[src/rtl/rv_decode_pkg.sv]
// Shared decode definitions for the IF/ID stage and the immediate sign-extend unit.
package rv_decode_pkg;

  localparam logic [6:0] OPC_LUI      = 7'b0110111;
  localparam logic [6:0] OPC_AUIPC    = 7'b0010111;
  localparam logic [6:0] OPC_LOAD     = 7'b0000011;
  localparam logic [6:0] OPC_JALR     = 7'b1100111;
  localparam logic [6:0] OPC_OP_IMM   = 7'b0010011;
  localparam logic [6:0] OPC_BRANCH   = 7'b1100011;
  localparam logic [6:0] OPC_STORE    = 7'b0100011;
  localparam logic [6:0] OPC_JAL      = 7'b1101111;
  localparam logic [6:0] OPC_OP       = 7'b0110011;
  localparam logic [6:0] OPC_MISC_MEM = 7'b0001111;
  localparam logic [6:0] OPC_SYSTEM   = 7'b1110011;

  // Encodings are consumed directly by the sign-extend unit's select input.
  typedef enum logic [2:0] {
    IMM_NONE  = 3'b000,
    IMM_U     = 3'b001,
    IMM_I     = 3'b010,
    IMM_SHAMT = 3'b011,
    IMM_B     = 3'b100,
    IMM_S     = 3'b101,
    IMM_J     = 3'b110
  } imm_sel_e;

  localparam logic [31:0] NOP_INSTR = 32'h0000_0013;

  typedef struct packed {
    imm_sel_e   imm_sel;
    logic [4:0] rs1;
    logic [4:0] rs2;
    logic [4:0] rd;
    logic       illegal;
  } dec_t;

  // Decode of the NOP held in the output register after reset.
  localparam dec_t DEC_RESET = '{imm_sel: IMM_I, rs1: 5'd0, rs2: 5'd0, rd: 5'd0, illegal: 1'b0};

endpackage

[src/rtl/imm_sel_decoder.sv]
// Combinational first-level decode: immediate format, register specifiers, illegal flag.
module imm_sel_decoder
  import rv_decode_pkg::*;
(
  input  logic [31:0] i_instr,
  output dec_t        o_dec
);

  logic [6:0] w_opcode;
  logic [2:0] w_funct3;
  logic [6:0] w_funct7;
  imm_sel_e   w_sel;
  logic       w_illegal;
  logic       w_rd_zero;

  assign w_opcode = i_instr[6:0];
  assign w_funct3 = i_instr[14:12];
  assign w_funct7 = i_instr[31:25];

  // Every legal opcode ends in 2'b11, so compressed/garbage encodings fall to default.
  always_comb begin
    w_sel     = IMM_NONE;
    w_illegal = 1'b0;
    case (w_opcode)
      OPC_LUI, OPC_AUIPC: w_sel = IMM_U;
      OPC_LOAD, OPC_JALR: w_sel = IMM_I;
      OPC_OP_IMM: begin
        if (w_funct3 == 3'b001) begin
          if (w_funct7 == 7'b0000000) w_sel = IMM_SHAMT;
          else w_illegal = 1'b1;
        end else if (w_funct3 == 3'b101) begin
          if (w_funct7 == 7'b0000000 || w_funct7 == 7'b0100000) w_sel = IMM_SHAMT;
          else w_illegal = 1'b1;
        end else begin
          w_sel = IMM_I;
        end
      end
      OPC_BRANCH: w_sel = IMM_B;
      OPC_STORE:  w_sel = IMM_S;
      OPC_JAL:    w_sel = IMM_J;
      OPC_OP, OPC_MISC_MEM, OPC_SYSTEM: w_sel = IMM_NONE;
      default:    w_illegal = 1'b1;
    endcase
  end

  assign w_rd_zero = w_illegal || (w_opcode == OPC_BRANCH) || (w_opcode == OPC_STORE);

  assign o_dec.imm_sel = w_sel;
  assign o_dec.rs1     = i_instr[19:15];
  assign o_dec.rs2     = i_instr[24:20];
  assign o_dec.rd      = w_rd_zero ? 5'd0 : i_instr[11:7];
  assign o_dec.illegal = w_illegal;

endmodule

[src/rtl/if_id_decode.sv]
// IF/ID pipeline register with first-level decode on the input side.
// Optional one-entry skid buffer behind the output register when ID_SKID_EN is defined.
module if_id_decode
  import rv_decode_pkg::*;
#(
  parameter int              XLEN     = 32,
  parameter logic [XLEN-1:0] RESET_PC = '0
) (
  input  logic            clk,
  input  logic            rst,
  input  logic            in_valid,
  output logic            in_ready,
  input  logic [XLEN-1:0] in_pc,
  input  logic [31:0]     in_instr,
  input  logic            flush,
  output logic            out_valid,
  input  logic            out_ready,
  output logic [XLEN-1:0] out_pc,
  output logic [31:0]     out_instr,
  output logic [2:0]      out_imm_sel,
  output logic [4:0]      out_rs1,
  output logic [4:0]      out_rs2,
  output logic [4:0]      out_rd,
  output logic            out_illegal
);

  // Handshake: a pair moves on an edge where valid && ready are both high on that side;
  // valid never depends on ready, and a raised out_valid holds its payload until taken.
  dec_t            w_in_dec;
  logic            w_in_xfer;
  logic            w_out_load;

  logic            r_out_valid;
  logic [XLEN-1:0] r_out_pc;
  logic [31:0]     r_out_instr;
  dec_t            r_out_dec;

  imm_sel_decoder u_imm_sel_decoder (
    .i_instr (in_instr),
    .o_dec   (w_in_dec)
  );

  assign w_in_xfer  = in_valid && in_ready;
  assign w_out_load = !r_out_valid || out_ready;

`ifdef ID_SKID_EN
  logic            r_skid_valid;
  logic            r_in_ready;
  logic [XLEN-1:0] r_skid_pc;
  logic [31:0]     r_skid_instr;
  dec_t            r_skid_dec;

  // r_in_ready mirrors !skid_valid as a flop; rst/flush gating keeps out_ready off this path.
  assign in_ready = r_in_ready && !rst && !flush;

  always_ff @(posedge clk) begin
    if (rst) begin
      r_out_valid  <= 1'b0;
      r_skid_valid <= 1'b0;
      r_in_ready   <= 1'b1;
      r_out_pc     <= RESET_PC;
      r_out_instr  <= NOP_INSTR;
      r_out_dec    <= DEC_RESET;
      r_skid_pc    <= RESET_PC;
      r_skid_instr <= NOP_INSTR;
      r_skid_dec   <= DEC_RESET;
    end else if (flush) begin
      r_out_valid  <= 1'b0;
      r_skid_valid <= 1'b0;
      r_in_ready   <= 1'b1;
    end else if (w_out_load) begin
      if (r_skid_valid) begin
        r_out_pc     <= r_skid_pc;
        r_out_instr  <= r_skid_instr;
        r_out_dec    <= r_skid_dec;
        r_out_valid  <= 1'b1;
        r_skid_valid <= 1'b0;
        r_in_ready   <= 1'b1;
      end else if (w_in_xfer) begin
        r_out_pc     <= in_pc;
        r_out_instr  <= in_instr;
        r_out_dec    <= w_in_dec;
        r_out_valid  <= 1'b1;
      end else begin
        r_out_valid  <= 1'b0;
      end
    end else if (w_in_xfer) begin
      r_skid_pc    <= in_pc;
      r_skid_instr <= in_instr;
      r_skid_dec   <= w_in_dec;
      r_skid_valid <= 1'b1;
      r_in_ready   <= 1'b0;
    end
  end
`else
  assign in_ready = !rst && !flush && w_out_load;

  always_ff @(posedge clk) begin
    if (rst) begin
      r_out_valid <= 1'b0;
      r_out_pc    <= RESET_PC;
      r_out_instr <= NOP_INSTR;
      r_out_dec   <= DEC_RESET;
    end else if (flush) begin
      r_out_valid <= 1'b0;
    end else if (w_in_xfer) begin
      r_out_pc    <= in_pc;
      r_out_instr <= in_instr;
      r_out_dec   <= w_in_dec;
      r_out_valid <= 1'b1;
    end else if (w_out_load) begin
      r_out_valid <= 1'b0;
    end
  end
`endif

  assign out_valid   = r_out_valid;
  assign out_pc      = r_out_pc;
  assign out_instr   = r_out_instr;
  assign out_imm_sel = r_out_dec.imm_sel;
  assign out_rs1     = r_out_dec.rs1;
  assign out_rs2     = r_out_dec.rs2;
  assign out_rd      = r_out_dec.rd;
  assign out_illegal = r_out_dec.illegal;

endmodule

[config.mk]
export PLATFORM = sky130hd
export DESIGN_NAME = if_id_decode
export DESIGN_NICKNAME = d
export VERILOG_FILES = /design/src/rtl/rv_decode_pkg.sv /design/src/rtl/imm_sel_decoder.sv /design/src/rtl/if_id_decode.sv
export SDC_FILE = /design/constraint.sdc
export NUM_CORES = 1
export LEC_CHECK = 0
export BUFFER_PORTS_ARGS = -buffer_cell sky130_fd_sc_hd__buf_4
export CORE_UTILIZATION = 44
export CTS_CLUSTER_SIZE = 16
export DETAILED_ROUTE_END_ITERATION = 6
export GPL_TIMING_DRIVEN = 1
export HOLD_SLACK_MARGIN = 0.05
export PLACE_DENSITY_LB_ADDON = 0.08
export SETUP_SLACK_MARGIN = 0.02
export SLEW_MARGIN = 5
export SYNTH_ARGS = -nofsm -noshare
export SYNTH_HDL_FRONTEND = slang
export SYNTH_SLANG_ARGS = --single-unit
[constraint.sdc]
create_clock -name clk -period 1.6 [get_ports clk]
set_input_delay 0.16 -clock clk [delete_from_list [all_inputs] [get_ports clk]]
set_output_delay 0.16 -clock clk [all_outputs]
set_load 0.02 [all_outputs]
[Yosys cells after proc, flatten, opt, wreduce, memory -nomap -nowiden]
Cells that the tools add are included.
Widths: inputs -> output; s select.
Operators by class
  equal/unequal tests: 14
  multiplexer cells: 13
  bitwise operators: 1
  reductions and logical operators: 17
Operators by type and width (number)
  $eq 7x6->1 const B: 4
  $eq 7x7->1 const B: 4
  $pmux 3 s6: 1
  $eq 7x5->1 const B: 2
  $reduce_or 10->1: 1
  $eq 7x2->1 const B: 1
  $eq 7x4->1 const B: 1
  $logic_not 7->1: 1
  $mux 1: 6
  $mux 2: 3
  $reduce_or 2->1: 3
  $mux 5: 1
  $logic_or 1x1->1: 4
  $eq 3x1->1 const B: 1
  $eq 3x3->1 const B: 1
  $logic_and 1x1->1: 3
  $logic_not 1->1: 3
  $mux 3: 1
  $pmux 1 s2: 1
  $reduce_and 2->1: 1
  $reduce_bool 2->1: 1
  $not 1->1: 1
Word-level totals
  bits in registers: 84
  input bits: 69
  output and inout bits: 85
  logic and storage cells: 53

[Logic depth before layout (Yosys ltp)]
  depth after elaboration: 9
  mapped depth: 8
  depth with buffers taken out: 5

[By module]
From an unflattened synthesis, not the netlist that was laid out.
Unflattened totals
  cells, all modules: 445
  area total of the unflattened synthesis: 3787.4 um^2
By module, submodules not included
  if_id_decode: instances 1, cells an instance 384, area each 3413.3 um^2, sequential area each 1681.6 um^2
  imm_sel_decoder: instances 1, cells an instance 61, area each 374.1 um^2, sequential area each 0.0 um^2

[Worst setup path after synthesis]
OpenSTA, ideal clock, no wires.
  path type: reg-to-reg
  from: reg r_out_valid, in the netlist out_valid
  to: reg r_out_pc[10], in the netlist out_pc[10]
  setup time: 0.070 ns
  arrival: 1.585 ns
  required time: 1.530 ns
  setup slack: -0.055 ns
  stages on the path, launching flop included: 8
  buffers on the path: 2
  clock period less this slack: 1.655 ns
  cell sequence: dfxtp_1 nor2b_1 nor2_1 nand2_1 buf_2 clkbuf_1 nand2_1 a21oi_1
Between the ends
  cells in the longest elaborated chain, start to end: 5
Ends and longest elaborated chain
  start, declared: line if_id_decode.sv:33  | logic r_out_valid;
  start signal, assigned: line if_id_decode.sv:100  | r_out_valid <= 1'b0;
  start signal, assigned: line if_id_decode.sv:105  | r_out_valid <= 1'b0;
  start signal, assigned: line if_id_decode.sv:110  | r_out_valid <= 1'b1;
  $logic_not 1->1: line if_id_decode.sv:44  | assign w_out_load = !r_out_valid || out_ready;
  $logic_or 1x1->1: line if_id_decode.sv:44
  $logic_and 1x1->1: line if_id_decode.sv:96  | assign in_ready = !rst && !flush && w_out_load;
  via in_ready: line if_id_decode.sv:12  | output logic in_ready,
  $logic_and 1x1->1: line if_id_decode.sv:43  | assign w_in_xfer = in_valid && in_ready;
  $reduce_and 2->1 (no source line)
  end signal, assigned: line if_id_decode.sv:107  | r_out_pc <= in_pc;
  end, declared: line if_id_decode.sv:34  | logic [XLEN-1:0] r_out_pc;
The timed path passes the listed nets, and every way through them passes these cells.
A chain may end at the register's enable or synchronous reset.

[Worst setup path after layout]
  from: reg r_out_valid, in the netlist out_valid
  to: reg r_out_instr[15], in the netlist out_instr[15]
Between the ends
  cells in the longest elaborated chain, start to end: 5
Ends and longest elaborated chain
  $logic_not 1->1: line if_id_decode.sv:44
  $logic_or 1x1->1: line if_id_decode.sv:44
  $logic_and 1x1->1: line if_id_decode.sv:96
  $logic_and 1x1->1: line if_id_decode.sv:43
  $reduce_and 2->1 (no source line)
  end signal, assigned: line if_id_decode.sv:108  | r_out_instr <= in_instr;
  end, declared: line if_id_decode.sv:35  | logic [31:0] r_out_instr;
Every way passes these cells.

==> impl_metrics.csv <==
group,metric,value,unit
sta,whs,0.0607,ns
layout,final_cells,592,
grt,grtUsageTotal,0.221,
pwr,p_clk_frac,0.382,
sta,layout_min_cycle_time,1.47,ns
layout,syn2layout_area_growth,54.2,%
clocking,cts_tree,"done",
layout,drive_gt1_frac,0.365,
die,start_util,0.454,
synthesis,ys_ff_latch,74,
die,io_pins,154,
synthesis,synth_edf_count,0,
synthesis,synthCells,357,
clocking,clkSlewWorstSetupHoldPaths,0.08,ns
drt,routedWlPerCell,13.2,um
die,placement_rows,29,
drt,vias_per_cell,4.86,
pwr,p_switching,0.000996,W
clocking,post_cts_buffers,0,
pwr,vdd_drop_max,0.564,mV
die,die_h,82.8,um
synthesis,yosysTopAreaCell,"dfxtp_1",
clocking,clockRootBuffer,"clkbuf_8",
drt,ant_nets,0,
critical_path,slowest_delay,0.31,ns
grt,grt_pass1_wl,11.3,mm
synthesis,synth-main-ff-cell,"dfxtp_1",
drt,vias,2877,
layout,nets,580,
pwr,seqPwrFrac,0.472,
critical_path,worstSetupStartpointType,"flop",
clocking,cts.path.max_buffers,2,
critical_path,cp_cell_sequence,"nor2b_2, nor3b_4, buf_12, buf_4, nand2_1, a21oi_1",
clocking,numCtsBuffers,9,
synthesis,syn_area_per_cell,8.04,um2
placement,hpwl,5.24,mm
clocking,clock-sinks,74,
pwr,p_int,0.00311,W
grt,grt_antenna_before_repair,0,
critical_path,end_kind,"flop",
pwr,powerDensity,928,mW/mm2
sta,tightest_slew,0.726,ns
placement,port_buffers,153,
synthesis,yosys.area.top_type_share,0.516,
pwr,p_leak,1.93,nW
run,drv_cap,0,
die,dieArea,0.00685,mm2
critical_path,slowest_stage,"dfxtp_1",
drt,drcViolationCount,0,
synthesis,async_flop_share,0,
die,fp.dieW,82.8,um
pwr,swShare,0.243,
synthesis,ys_seq_area_frac,0.516,
synthesis,synth_fp_nets,426,
critical_path,cp.arrival,1.74,ns
sta,timing.final.crit_share,0.921,
critical_path,cp_max_fo,32,
hold_path,min_path_type,"in -> reg",
sta,max_freq,679,MHz
grt,grt_pass1_vias,2512,
sta,hold_violations,0,
synthesis,synthTopCellsByArea,"dfxtp_1 (52%), nand2_1 (18%), a21oi_1 (11%), buf_4 (3.1%), a2111oi_4 (1.9%)",
sta,setup_violations,0,
die,core_area,0.00631,mm2
grt,grt_overflow,0,
drt,drt_iter0_markers,141,
outcome,status,"finished, final reports clean",
synthesis,synth_area,0.00287,mm2
clocking,htree_levels,3,
grt,grt_max_degree,70,
sta,rsz0062_at_grt,"false",
synthesis,yosys-top-cells-count,"nand2_1 (134), dfxtp_1 (74), a21oi_1 (65)",
layout,n_antenna_cell,0,
critical_path,critical_path_class,"reg -> reg",
sta,worst_clock_skew,0.00802,ns
drt,dr.pass1.iters,4,
synthesis,yosysMostFrequentCell,"nand2_1",
layout,fillers,527,
clocking,clk-insertion-delay-late,0.34,ns
pwr,pwr-share-comb,0.146,
synthesis,ys_types,33,
placement,place_inst,560,
drt,wirelength,7.83,mm
synthesis,yosys_warnings,0,
sta,slew_viol_final,0,
sta,slew_headroom,0.516,
placement,place_congestion,0.746,
critical_path,cp_data_required_time,1.86,ns
[flip-flops by register name, indices dropped and copies added (netlist names)]
register / cells
out_instr: 32
out_pc: 32
out_rd: 5
out_imm_sel: 3
out_illegal: 1
out_valid: 1
[critical path, delay by kind of cell, from the launching register on]
kind	cells	cell delay [ns]
compound gates	1	0.14
flops	1	0.31
simple gates	3	0.51
buf+inv	2	0.43
[power by group through the flow]
stage,clock network (W),logic [W],registers (W)
2_1_floorplan,0,0.000202,0.00205
3_3_place_gp,0,0.000560,0.00198
4_1_cts,0.00161,0.000596,0.00193
3_5_place_dp,0,0.000566,0.00198
6_report,0.00157,0.000599,0.00194
5_1_grt,0.00170,0.000648,0.00194
[layout by cell type (no fill, tap or decap), types with 2 or more instances in the layout]
cell           instances
a21oi_1               65
a2111oi_4              2
bufinv_16              2
clkbuf_8              10
nand3b_1               3
nand2_1              133
nor2_1                 7
a31oi_1                3
dlygate4sd3_1         17
nand2_2                2
buf_4                160
nand3_1                2
a32o_1                 5
dfxtp_1               74
buf_12                 3
o21ai_0                3
inv_1                  4
clkinv_2               2
[final timing paths]
check	start	end	slack, ns	cells after the start
min	in_pc[21]	out_pc[21]	0.06	3
min reg2reg	out_pc[10]	out_pc[10]	0.46	2
max	out_valid	out_instr[15]	0.13	6
max reg2reg	out_valid	out_instr[15]	0.13	6
[per-stage QoR]
step                      instance area (um2)  utilization  TNS, ns  total power (W)  setup WS, ns
after floorplan                          2880            -        0          0.00225        0.0592
after global placement                   4030        0.639   -0.229          0.00253       -0.0416
after detailed placement                 4030        0.639   -0.461          0.00254       -0.0821
after CTS                                4400        0.697        0          0.00415         0.104
after global routing                     4420        0.701        0          0.00429        0.0580
final                                    4420        0.701        0          0.00410         0.127
[kinds of logic after synthesis]
logic type / Yosys count / share of synthesized area
AOI/OAI and AO/OA: 84 / 0.180
buffers and inverters: 41 / 0.0763
DFF: 74 / 0.516
and+or+nand+nor: 158 / 0.228
[per-layer routing]
layer  global-route usage  vias to the layer above  share of wire
li1                     -                     1476              -
met1                0.257                     1290           0.42
met2                0.375                      101           0.48
met3               0.0758                       10          0.089
met4               0.0828                        0          0.012
met5                    0                        -              0
[repair_timing]
action	CTS	global route
resized for setup	0	1
hold endpoints to repair	15	2
endpoints found under the setup margin	0	1
hold buffers	15	2
[cell type report]
type                    instances  area (um2)  area share
clock inverters                 5        78.8      0.0178
multi-input cells             242        1180       0.267
flip-flops and latches         74        1480       0.335
inverters                       4        15.0     0.00339
clock buffers                  10         138      0.0311
well taps                      77        96.3      0.0218
repair buffers                180        1430       0.324
Note: power is estimated with default switching activity, not from simulation.
